<file path="config.mk">
export PLATFORM = sky130hd
export DESIGN_NAME = mem_arbiter_flat
export DESIGN_NICKNAME = d
export VERILOG_FILES = /design/src/rtl/cpu_types_pkg.sv /design/src/rtl/mem_arbiter_if.sv /design/src/rtl/mem_arbiter_starve_counter.sv /design/src/rtl/mem_arbiter.sv /design/src/flat_wrapper.sv
export SDC_FILE = /design/constraint.sdc
export NUM_CORES = 1
export LEC_CHECK = 0
export CORE_AREA = 2 2 105 107
export DETAILED_ROUTE_END_ITERATION = 8
export DIE_AREA = 0 0 107 109
export PLACE_DENSITY_LB_ADDON = 0.08
export SETUP_SLACK_MARGIN = 0.15
export SYNTH_ARGS = -nofsm -noshare
export SYNTH_HDL_FRONTEND = slang
export SYNTH_HIERARCHICAL = 1
export SYNTH_SLANG_ARGS = --single-unit
</file>
<file path="constraint.sdc">
create_clock -name CLK -period 2.5 [get_ports CLK]
set_input_delay 0.5 -clock CLK [delete_from_list [all_inputs] [get_ports CLK]]
set_output_delay 0.5 -clock CLK [all_outputs]
set_load 0.005 [all_outputs]
</file>
<file path="src/rtl/cpu_types_pkg.sv">
// Shared CPU memory-side types: word width, RAM status codes and arbiter states.
package cpu_types_pkg;

    localparam int WORD_W = 32;

    typedef logic [WORD_W-1:0] word_t;

    typedef enum logic [1:0] {
        FREE,
        BUSY,
        ACCESS,
        ERROR
    } ramstate_t;

    typedef enum logic [1:0] {
        IDLE,
        IGNT,
        DGNT
    } arb_state_t;

endpackage

</file>
<file path="src/rtl/mem_arbiter_if.sv">
// Request/response bundle between fetch, data stage, the shared RAM port and the arbiter.
interface mem_arbiter_if;
    import cpu_types_pkg::*;

    logic      iREN;
    word_t     iaddr;
    logic      dREN;
    logic      dWEN;
    word_t     daddr;
    word_t     dstore;
    ramstate_t ramstate;
    word_t     ramload;

    logic      ihit;
    logic      dhit;
    word_t     imemload;
    word_t     dmemload;
    logic      ramREN;
    logic      ramWEN;
    word_t     ramaddr;
    word_t     ramstore;
    logic      err;

    // master: the arbiter, which owns the RAM strobes and the completion pulses
    modport master (
        input  iREN, iaddr, dREN, dWEN, daddr, dstore, ramstate, ramload,
        output ihit, dhit, imemload, dmemload, ramREN, ramWEN, ramaddr, ramstore, err
    );

    modport slave (
        output iREN, iaddr, dREN, dWEN, daddr, dstore, ramstate, ramload,
        input  ihit, dhit, imemload, dmemload, ramREN, ramWEN, ramaddr, ramstore, err
    );

endinterface

</file>
<file path="src/rtl/mem_arbiter_starve_counter.sv">
// Counts data grants completed while fetch waits; sat tells the arbiter to favour fetch.
module starve_counter #(
    parameter int MAX = 4
) (
    input  logic CLK,
    input  logic RST,
    input  logic inc,
    input  logic clr,
    output logic sat
);
    localparam int W = $clog2(MAX + 1);

    logic [W-1:0] cnt_q;

    always_ff @(posedge CLK or posedge RST) begin
        if (RST) begin
            cnt_q <= '0;
        end else if (clr) begin
            cnt_q <= '0;
        end else if (inc && !sat) begin
            cnt_q <= cnt_q + 1'b1;
        end
    end

    assign sat = (cnt_q == W'(MAX));

endmodule

</file>
<file path="src/rtl/mem_arbiter.sv">
// Shares one RAM port between instruction fetch and data access with starvation-bounded data priority.
// Define MEM_ARBITER_STATS_EN to add igrant_cnt/dgrant_cnt completion counters.
//
//   state | meaning
//   IDLE  | no grant, RAM strobes low, choosing next grantee
//   IGNT  | instruction fetch owns the RAM port
//   DGNT  | data access owns the RAM port
module mem_arbiter
    import cpu_types_pkg::*;
#(
    parameter int STARVE_MAX = 4,
    parameter int ADDR_W     = 32
) (
    input  logic          CLK,
    input  logic          RST,
    mem_arbiter_if.master bus
`ifdef MEM_ARBITER_STATS_EN
    ,
    output logic [31:0]   igrant_cnt,
    output logic [31:0]   dgrant_cnt
`endif
);

    arb_state_t        state_q;
    arb_state_t        state_d;
    logic              d_req;
    logic              starve_sat;
    logic              starve_inc;
    logic              starve_clr;
    logic [ADDR_W-1:0] addr_sel;

    starve_counter #(
        .MAX (STARVE_MAX)
    ) u_starve (
        .CLK (CLK),
        .RST (RST),
        .inc (starve_inc),
        .clr (starve_clr),
        .sat (starve_sat)
    );

    always_ff @(posedge CLK or posedge RST) begin
        if (RST) begin
            state_q    <= IDLE;
`ifdef MEM_ARBITER_STATS_EN
            igrant_cnt <= '0;
            dgrant_cnt <= '0;
`endif
        end else begin
            state_q    <= state_d;
`ifdef MEM_ARBITER_STATS_EN
            if (bus.ihit) igrant_cnt <= igrant_cnt + 32'd1;
            if (bus.dhit) dgrant_cnt <= dgrant_cnt + 32'd1;
`endif
        end
    end

    // A dropped request aborts the grant before ACCESS/ERROR is considered.
    always_comb begin
        state_d      = state_q;
        d_req        = bus.dREN | bus.dWEN;
        addr_sel     = '0;
        bus.ramREN   = 1'b0;
        bus.ramWEN   = 1'b0;
        bus.ramstore = '0;
        bus.ihit     = 1'b0;
        bus.dhit     = 1'b0;
        bus.err      = 1'b0;
        bus.imemload = '0;
        bus.dmemload = '0;

        case (state_q)
            IDLE: begin
                if (d_req && !starve_sat) begin
                    state_d = DGNT;
                end else if (bus.iREN) begin
                    state_d = IGNT;
                end
            end
            IGNT: begin
                bus.ramREN = 1'b1;
                addr_sel   = bus.iaddr;
                if (!bus.iREN) begin
                    state_d = IDLE;
                end else if (bus.ramstate == ACCESS) begin
                    bus.ihit     = 1'b1;
                    bus.imemload = bus.ramload;
                    state_d      = IDLE;
                end else if (bus.ramstate == ERROR) begin
                    bus.err = 1'b1;
                    state_d = IDLE;
                end
            end
            DGNT: begin
                bus.ramWEN   = bus.dWEN;
                bus.ramREN   = bus.dREN & ~bus.dWEN;
                addr_sel     = bus.daddr;
                bus.ramstore = bus.dstore;
                if (!d_req) begin
                    state_d = IDLE;
                end else if (bus.ramstate == ACCESS) begin
                    bus.dhit     = 1'b1;
                    bus.dmemload = bus.ramload;
                    state_d      = IDLE;
                end else if (bus.ramstate == ERROR) begin
                    bus.err = 1'b1;
                    state_d = IDLE;
                end
            end
            default: begin
                state_d = IDLE;
            end
        endcase

        bus.ramaddr = addr_sel;
        starve_inc  = bus.dhit & bus.iREN;
        starve_clr  = bus.ihit | ((state_q == IDLE) & ~bus.iREN);
    end

endmodule

</file>
<file path="src/flat_wrapper.sv">
// flat-port wrapper written by rule: the top's interface ports become plain ports
module mem_arbiter_flat import cpu_types_pkg::*;
#(
    parameter int STARVE_MAX = 4,
    parameter int ADDR_W     = 32
)
  (CLK, RST, bus_iREN, bus_iaddr, bus_dREN, bus_dWEN, bus_daddr, bus_dstore, bus_ramstate, bus_ramload, bus_ihit, bus_dhit, bus_imemload, bus_dmemload, bus_ramREN, bus_ramWEN, bus_ramaddr, bus_ramstore, bus_err);
  mem_arbiter_if bus_i ();
  input  logic CLK;
  input  logic RST;
  input wire logic [$bits(bus_i.iREN)-1:0] bus_iREN;
  input wire logic [$bits(bus_i.iaddr)-1:0] bus_iaddr;
  input wire logic [$bits(bus_i.dREN)-1:0] bus_dREN;
  input wire logic [$bits(bus_i.dWEN)-1:0] bus_dWEN;
  input wire logic [$bits(bus_i.daddr)-1:0] bus_daddr;
  input wire logic [$bits(bus_i.dstore)-1:0] bus_dstore;
  input wire logic [$bits(bus_i.ramstate)-1:0] bus_ramstate;
  input wire logic [$bits(bus_i.ramload)-1:0] bus_ramload;
  output wire logic [$bits(bus_i.ihit)-1:0] bus_ihit;
  output wire logic [$bits(bus_i.dhit)-1:0] bus_dhit;
  output wire logic [$bits(bus_i.imemload)-1:0] bus_imemload;
  output wire logic [$bits(bus_i.dmemload)-1:0] bus_dmemload;
  output wire logic [$bits(bus_i.ramREN)-1:0] bus_ramREN;
  output wire logic [$bits(bus_i.ramWEN)-1:0] bus_ramWEN;
  output wire logic [$bits(bus_i.ramaddr)-1:0] bus_ramaddr;
  output wire logic [$bits(bus_i.ramstore)-1:0] bus_ramstore;
  output wire logic [$bits(bus_i.err)-1:0] bus_err;
  assign bus_i.iREN = bus_iREN;
  assign bus_i.iaddr = bus_iaddr;
  assign bus_i.dREN = bus_dREN;
  assign bus_i.dWEN = bus_dWEN;
  assign bus_i.daddr = bus_daddr;
  assign bus_i.dstore = bus_dstore;
  assign bus_i.ramstate = bus_ramstate;
  assign bus_i.ramload = bus_ramload;
  assign bus_ihit = bus_i.ihit;
  assign bus_dhit = bus_i.dhit;
  assign bus_imemload = bus_i.imemload;
  assign bus_dmemload = bus_i.dmemload;
  assign bus_ramREN = bus_i.ramREN;
  assign bus_ramWEN = bus_i.ramWEN;
  assign bus_ramaddr = bus_i.ramaddr;
  assign bus_ramstore = bus_i.ramstore;
  assign bus_err = bus_i.err;
  mem_arbiter #(.STARVE_MAX(STARVE_MAX), .ADDR_W(ADDR_W)) u_core (.CLK(CLK), .RST(RST), .bus(bus_i));
endmodule
</file>
==> results.toml, run 1 <==
[cts]
clock_path_buffers = 2
numCtsBuffers = 3
cts_sinks = 5
cts_tree = "built"
hold_buffers = 0
clk_latency_ns = 0.21
htree_levels = 1
cts_root_buf = "clkbuf_8"
clk_pin_slew_ns = 0.03

[floorplanning]
die_area_sq_um = 11700
row_count = 38
die_h_um = 109
start_util_pct = 15.0
die_x_um = 107
num_io_pins = 268
core-area_sq_um = 10600

[synth]
synthArstFlopShare_pct = 100
ys_seq_area_share_pct = 7.88
synth.most_common_cell = "and2_1"
netlist_top_cells_count = "and2_1, nor2b_1, a22oi_1, buf_2, clkbuf_1"
synth.distinct_cells = 31
yosys_warnings = 6
syn_nets = 372
synth_edf_count = 0
synth_top_cell_area_share_pct = 39.0
synthFlopType = "dfrtp_1"
synth_cells = 231
yosysTopAreaCell = "and2_1"
synth_area_per_cell_sq_um = 6.87
synth_area_leaders = "and2_1, a22oi_1, nor2b_1"
syn_area_sq_um = 1590
synth_seq_cells = 5

[route]
final_antenna_net_count = 0
routed_wirelength_um = 11100
wl_per_cell_um = 16.7
vias_per_cell = 4.08
vias = 2717
drtIter0Drc = 102
post-route-drc-count = 0
first_pass_iters = 4

[timing]
hold_violations = 0
rsz0062_at_grt = "true"
slew_headroom_pct = 71.2
holdWs_ns = 0.475
maxSlewViolCount = 0
min_period_ns = 2.35
clock-skew-final_ns = 0.000890
timing.fmax_ghz = 0.425
min_period_over_period_pct = 94.1
setup_viol = 0
worstMarginPinSlew_ns = 0.432

[setup_path]
path_depth = 6
crit_chain = "inv_2 -> ha_4 -> buf_12 -> a22oi_1 -> nor2b_2 -> clkdlybuf4s50_1"
critPathLaunchType = "flop"
cpLargestDelayFamily = "buffers and inverters"
cp_slowest_cell = "clkdlybuf4s50_1"
path_max_fanout = 17
max_stage_delay_ns = 0.52
path_class = "reg -> out"
crit_required_ns = 2.00
critPathBufInv = 3
end_kind = "output port"
r2r_cells = 10
critical_path_arrival_ns = 1.85

[status]
status = "finished clean"

[grt]
grt_pass1_vias = 2472
grt_usage_pct = 16.1
grt_max_degree = 34
overflow = 0
grt_pass1_wl_um = 14600
antenna_found_initial = 0

[pwr]
power.density_nw_per_um2 = 521
leakage_nw = 2.72
vdd_drop_max_v = 0.000309
finalPower_w = 0.00256

[place]
gp_congestion = 0.834
placement.cell_area_sq_um = 4500
dp.final_hpwl_um = 7950
dp_cells = 630
port_buffers = 267

[layout]
antennaDiodeCount = 0
n_fill_cell = 1067
drive_gt1_share_pct = 15.0
regArea_sq_um = 125
design_area_sq_um = 4910
fin_nets = 668
syn_to_final_growth_pct = 209
multiInputGateArea_sq_um = 1410
fin_cells = 666

[flow_run]
max_cap_violations = 0

[min_path]
hp-class = "in -> async"
==> layout make-up <==
type | count | area share, %
Inverter | 7 | 0.535
Tap cell | 140 | 3.57
Timing Repair Buffer | 311 | 63.6
Multi-Input combinational cell | 199 | 28.8
Clock buffer | 4 | 0.918
Sequential cell | 5 | 2.55
==> path summary, 6_finish.rpt <==
check / slack, ns / from / to
setup / recovery: 0.15 / u_core/state_q[1]$_DFFE_PP0P_ / bus_ramaddr[27]
hold / removal: 0.48 / RST / u_core/state_q[1]$_DFFE_PP0P_
setup reg to reg: 0.41 / u_core/state_q[0]$_DFFE_PP0P_ / u_core/u_starve/cnt_q[0]$_DFFE_PP0P_
hold reg to reg: 0.58 / u_core/u_starve/cnt_q[1]$_DFFE_PP0P_ / u_core/u_starve/cnt_q[1]$_DFFE_PP0P_
max in group asynchronous: 1.89 / RST / u_core/u_starve/cnt_q[0]$_DFFE_PP0P_
min in group CLK: 0.58 / u_core/u_starve/cnt_q[1]$_DFFE_PP0P_ / u_core/u_starve/cnt_q[1]$_DFFE_PP0P_
==> worst reg2reg max path: cells and delay by family (launching register included) <==
kind	cells	cell delay, ns
flip-flops	1	0.39
multiplexers	1	0.32
AND/OR/NAND/NOR	2	0.28
buffers and inverters	4	0.46
adder cells (fa/ha/maj)	1	0.21
AO/OA/AOI/OAI	2	0.32
==> state kept, by name, summed over array words and instances, names as in the netlist <==
signal,cells
u_core/u_starve/cnt_q,3
u_core/state_q,2
==> per-stage QoR <==
| step | worst slack, ns | util, % | TNS (ns) |
|---|---|---|---|
| finish | 0.148 | 46.3 | 0 |
| detailed placement | -0.204 | 42.5 | -8.16 |
| floorplan | 0.712 | - | 0 |
| global placement | -0.182 | 42.5 | -6.84 |
| global route | 0.0496 | 46.3 | 0 |
| CTS | 0.0523 | 44.2 | 0 |
==> layout by cell type, fill, tap and decap left out, types with 2 or more instances in the layout <==
cell,n
clkdlybuf4s50_1,130
and2_1,98
dlygate4sd2_1,95
a22oi_1,32
nor2b_1,32
dlymetal6s2s_1,25
buf_4,24
clkbuf_2,16
buf_12,6
clkbuf_16,5
buf_6,5
inv_1,5
dfrtp_1,5
buf_16,4
clkbuf_8,3
nor2_1,3
a21oi_1,3
nand2b_1,3
ha_4,3
ha_1,3
inv_2,2
nor2_4,2
==> layer usage <==
metal | vias up | global-route usage [%] | share of wire [%]
met1 | 1234 | 18.1 | 38
met4 | 0 | 1.76 | 0.61
met2 | 119 | 31.8 | 54
met5 | - | 0 | 0
met3 | 4 | 3.77 | 7.8
li1 | 1360 | - | -
==> where the power goes <==
part | total, W | internal (W) | switching, W
clock | 0.000143 | 0.000109 | 0.0000342
combinational | 0.00230 | 0.00141 | 0.000889
sequential | 0.000117 | 0.0000975 | 0.0000192
total | 0.00256 | 0.00161 | 0.000942
==> what timing repair did <==
item,CTS,global route
cloned,4,5
resized for setup,133,61
setup buffers,11,12
pin swaps,1,3
endpoints found under the setup margin,133,43
==> logic make-up after synthesis <==
kind of cell	after synthesis	share of synthesized area (%)
AO/OA/AOI/OAI	43	20.1
adder cells (fa/ha/maj)	6	4.73
buffers and inverters	27	7.25
flip-flops	5	7.88
multiplexers	2	1.58
AND/OR/NAND/NOR	148	58.5
(Power assumes the default switching activity.)
==> inputs of run 2 (changes only) <==
--- a/config.mk
+++ b/config.mk
@@ -5,9 +5,11 @@
 export SDC_FILE = /design/constraint.sdc
 export NUM_CORES = 1
 export LEC_CHECK = 0
-export CORE_AREA = 2 2 105 107
+export CAP_MARGIN = 20
+export CORE_AREA = 2 2 104 106
 export DETAILED_ROUTE_END_ITERATION = 8
-export DIE_AREA = 0 0 107 109
+export DIE_AREA = 0 0 106 108
+export GPL_ROUTABILITY_DRIVEN = 0
 export PLACE_DENSITY_LB_ADDON = 0.08
 export SETUP_SLACK_MARGIN = 0.15
 export SYNTH_ARGS = -nofsm -noshare
==> constraint.sdc (replaced) <==
create_clock -name CLK -period 2.9 [get_ports CLK]
set_input_delay 0.58 -clock CLK [delete_from_list [all_inputs] [get_ports CLK]]
set_output_delay 0.58 -clock CLK [all_outputs]
set_load 0.005 [all_outputs]
==> run 2 against run 1 <==
Against the previous run:
- die area decreased by 1.8%
- critical path depth rose by 2
- clock power shrank 13%
- total power is 20% lower
- clock skew increased by 0.0011 ns
- highest routed layer unchanged
- hold slack gained 0.084 ns
- sequential share of layout area increased by 0.12 points
- setup slack improved by 0.075 ns
- largest cell class unchanged
- design area shrank 3.6%
- critical path type is now in -> out
- non-clock buffer count shrank 20
- combinational power down 21%
- clock-buffer cell count stayed put
- largest power group unchanged
==> results.toml, run 2 (synthesis gave the netlist of run 1 again) <==
[layout]
largest_reg_flops = 3
design_area_sq_um = 4730
largest-register = "u_core/u_starve/cnt_q"
mostFrequentLayoutCells = "clkdlybuf4s50_1, and2_1, dlygate4sd2_1, nor2b_1, a22oi_1"
fin_cells = 645
reg_top3 = "u_core/u_starve/cnt_q (3), u_core/state_q (2)"
fin_nets = 648
syn_to_final_growth_pct = 198
mostFrequentLayoutCell = "clkdlybuf4s50_1"
drive_gt1_share_pct = 7.71

[timing]
setup_viol = 0
min_period_ns = 2.68
min_period_over_period_pct = 92.3
maxSlewViolCount = 0
timing.fmax_ghz = 0.374
worstMarginPinSlew_ns = 0.407
rsz0062_at_grt = "true"
holdWs_ns = 0.559
slew_headroom_pct = 72.8
clock-skew-final_ns = 0.00200
tns_ns = 0
hold_violations = 0

[route]
vias = 2613
first_pass_iters = 4
vias_per_cell = 4.05
drtIter0Drc = 115
wl_per_cell_um = 16.5
routed_wirelength_um = 10700
final_antenna_net_count = 0
post-route-drc-count = 0

[place]
placement.cell_area_sq_um = 4460
dp_cells = 623
port_buffers = 267
dp.final_hpwl_um = 8360

[setup_path]
end_kind = "output port"
crit_required_ns = 2.32
critPathLaunchType = "input pin"
path_max_fanout = 9
critical_path_arrival_ns = 2.10
path_class = "in -> out"

[pwr]
clkPwrFrac_pct = 6.1
intPower_w = 0.00131
finalPower_w = 0.00205
pwr-share-comb_pct = 88.8
pwr-share-seq_pct = 5.1
power.density_nw_per_um2 = 434
vdd_drop_max_v = 0.000421
p_sw_w = 0.000738
switching_share_pct = 36.0
leakage_nw = 1.96

[floorplanning]
die_x_um = 106
core-area_sq_um = 10200
num_io_pins = 268
die_area_sq_um = 11400
row_count = 37
die_h_um = 108
start_util_pct = 15.5

[cts]
cts_tree = "built"
cts_root_buf = "clkbuf_8"
numCtsBuffers = 3
clock_path_buffers = 2
hold_buffers = 0
cts_sinks = 5
clk_latency_ns = 0.22
clk_pin_slew_ns = 0.03
htree_levels = 1

[grt]
grt_max_degree = 48
grt_pass1_wl_um = 15000
overflow = 0
grt_pass1_vias = 2498
grt_usage_pct = 16.9
antenna_found_initial = 3

[flow_run]
max_cap_violations = 0

[min_path]
hp-class = "in -> async"

[status]
status = "finished clean"
## run 2: layout make-up
type	count	area, sq um
Inverter	7	26.3
Fill cell	1027	5500
Antenna cell	3	7.51
Multi-Input combinational cell	199	1380
Tap cell	136	170
Timing Repair Buffer	291	2980
Clock buffer	4	45.0
Sequential cell	5	126
## run 2: power groups by stage
stage / clock network, W / registers (W) / logic (W)
finish: 0.000125 / 0.000104 / 0.00182
global route: 0.000135 / 0.000107 / 0.00196
CTS: 0.000128 / 0.000101 / 0.00173
detailed placement: 0 / 0.000100 / 0.00168
global placement: 0 / 0.0000988 / 0.00168
floorplan: 0 / 0.0000962 / 0.000673
## run 2: path summary, 6_finish.rpt
path / startpoint / end / slack [ns] / cells past startpoint
setup reg to reg: u_core/state_q[0]$_DFFE_PP0P_ / u_core/u_starve/cnt_q[0]$_DFFE_PP0P_ / 0.77 / 10
hold reg to reg: u_core/state_q[1]$_DFFE_PP0P_ / u_core/state_q[1]$_DFFE_PP0P_ / 0.57 / 1
hold / removal: RST / u_core/state_q[0]$_DFFE_PP0P_ / 0.56 / 2
max in group asynchronous: RST / u_core/u_starve/cnt_q[0]$_DFFE_PP0P_ / 2.19 / 2
min in group CLK: u_core/state_q[1]$_DFFE_PP0P_ / u_core/state_q[1]$_DFFE_PP0P_ / 0.57 / 1
setup / recovery: bus_dWEN / bus_dmemload[17] / 0.22 / 8
## run 2: layer usage
layer  GRT usage, %  share of wire (%)  vias to the layer above
met5              0                  0                        -
met4           2.44                1.4                        0
met3           7.84                 11                        8
met2           33.2                 52                      132
met1           16.6                 36                     1150
li1               -                  -                     1323
## run 2: repair_timing
item	4_1_cts	5_1_grt
buffers inserted	4	6
hold endpoints to repair	0	0
gates resized for setup	40	7
cloned	2	3
setup endpoints to repair	82	75
pin swaps	1	0
## run 2: per-stage QoR
step / setup slack, ns / util, %
after detailed placement: 0.0780 / 43.6
after floorplan: 1.03 / -
after global placement: 0.0828 / 43.6
after global routing: 0.103 / 46.2
final: 0.223 / 46.2
after CTS: 0.152 / 44.9
## run 2: worst max-delay path, stage by stage
cell and delay (ns):
clkdlybuf4s50_1 0.44, o21ai_2 0.22, nor2_4 0.05, buf_12 0.13, buf_4 0.13, buf_12 0.13
and2_1 0.14, dlygate4sd2_1 0.27
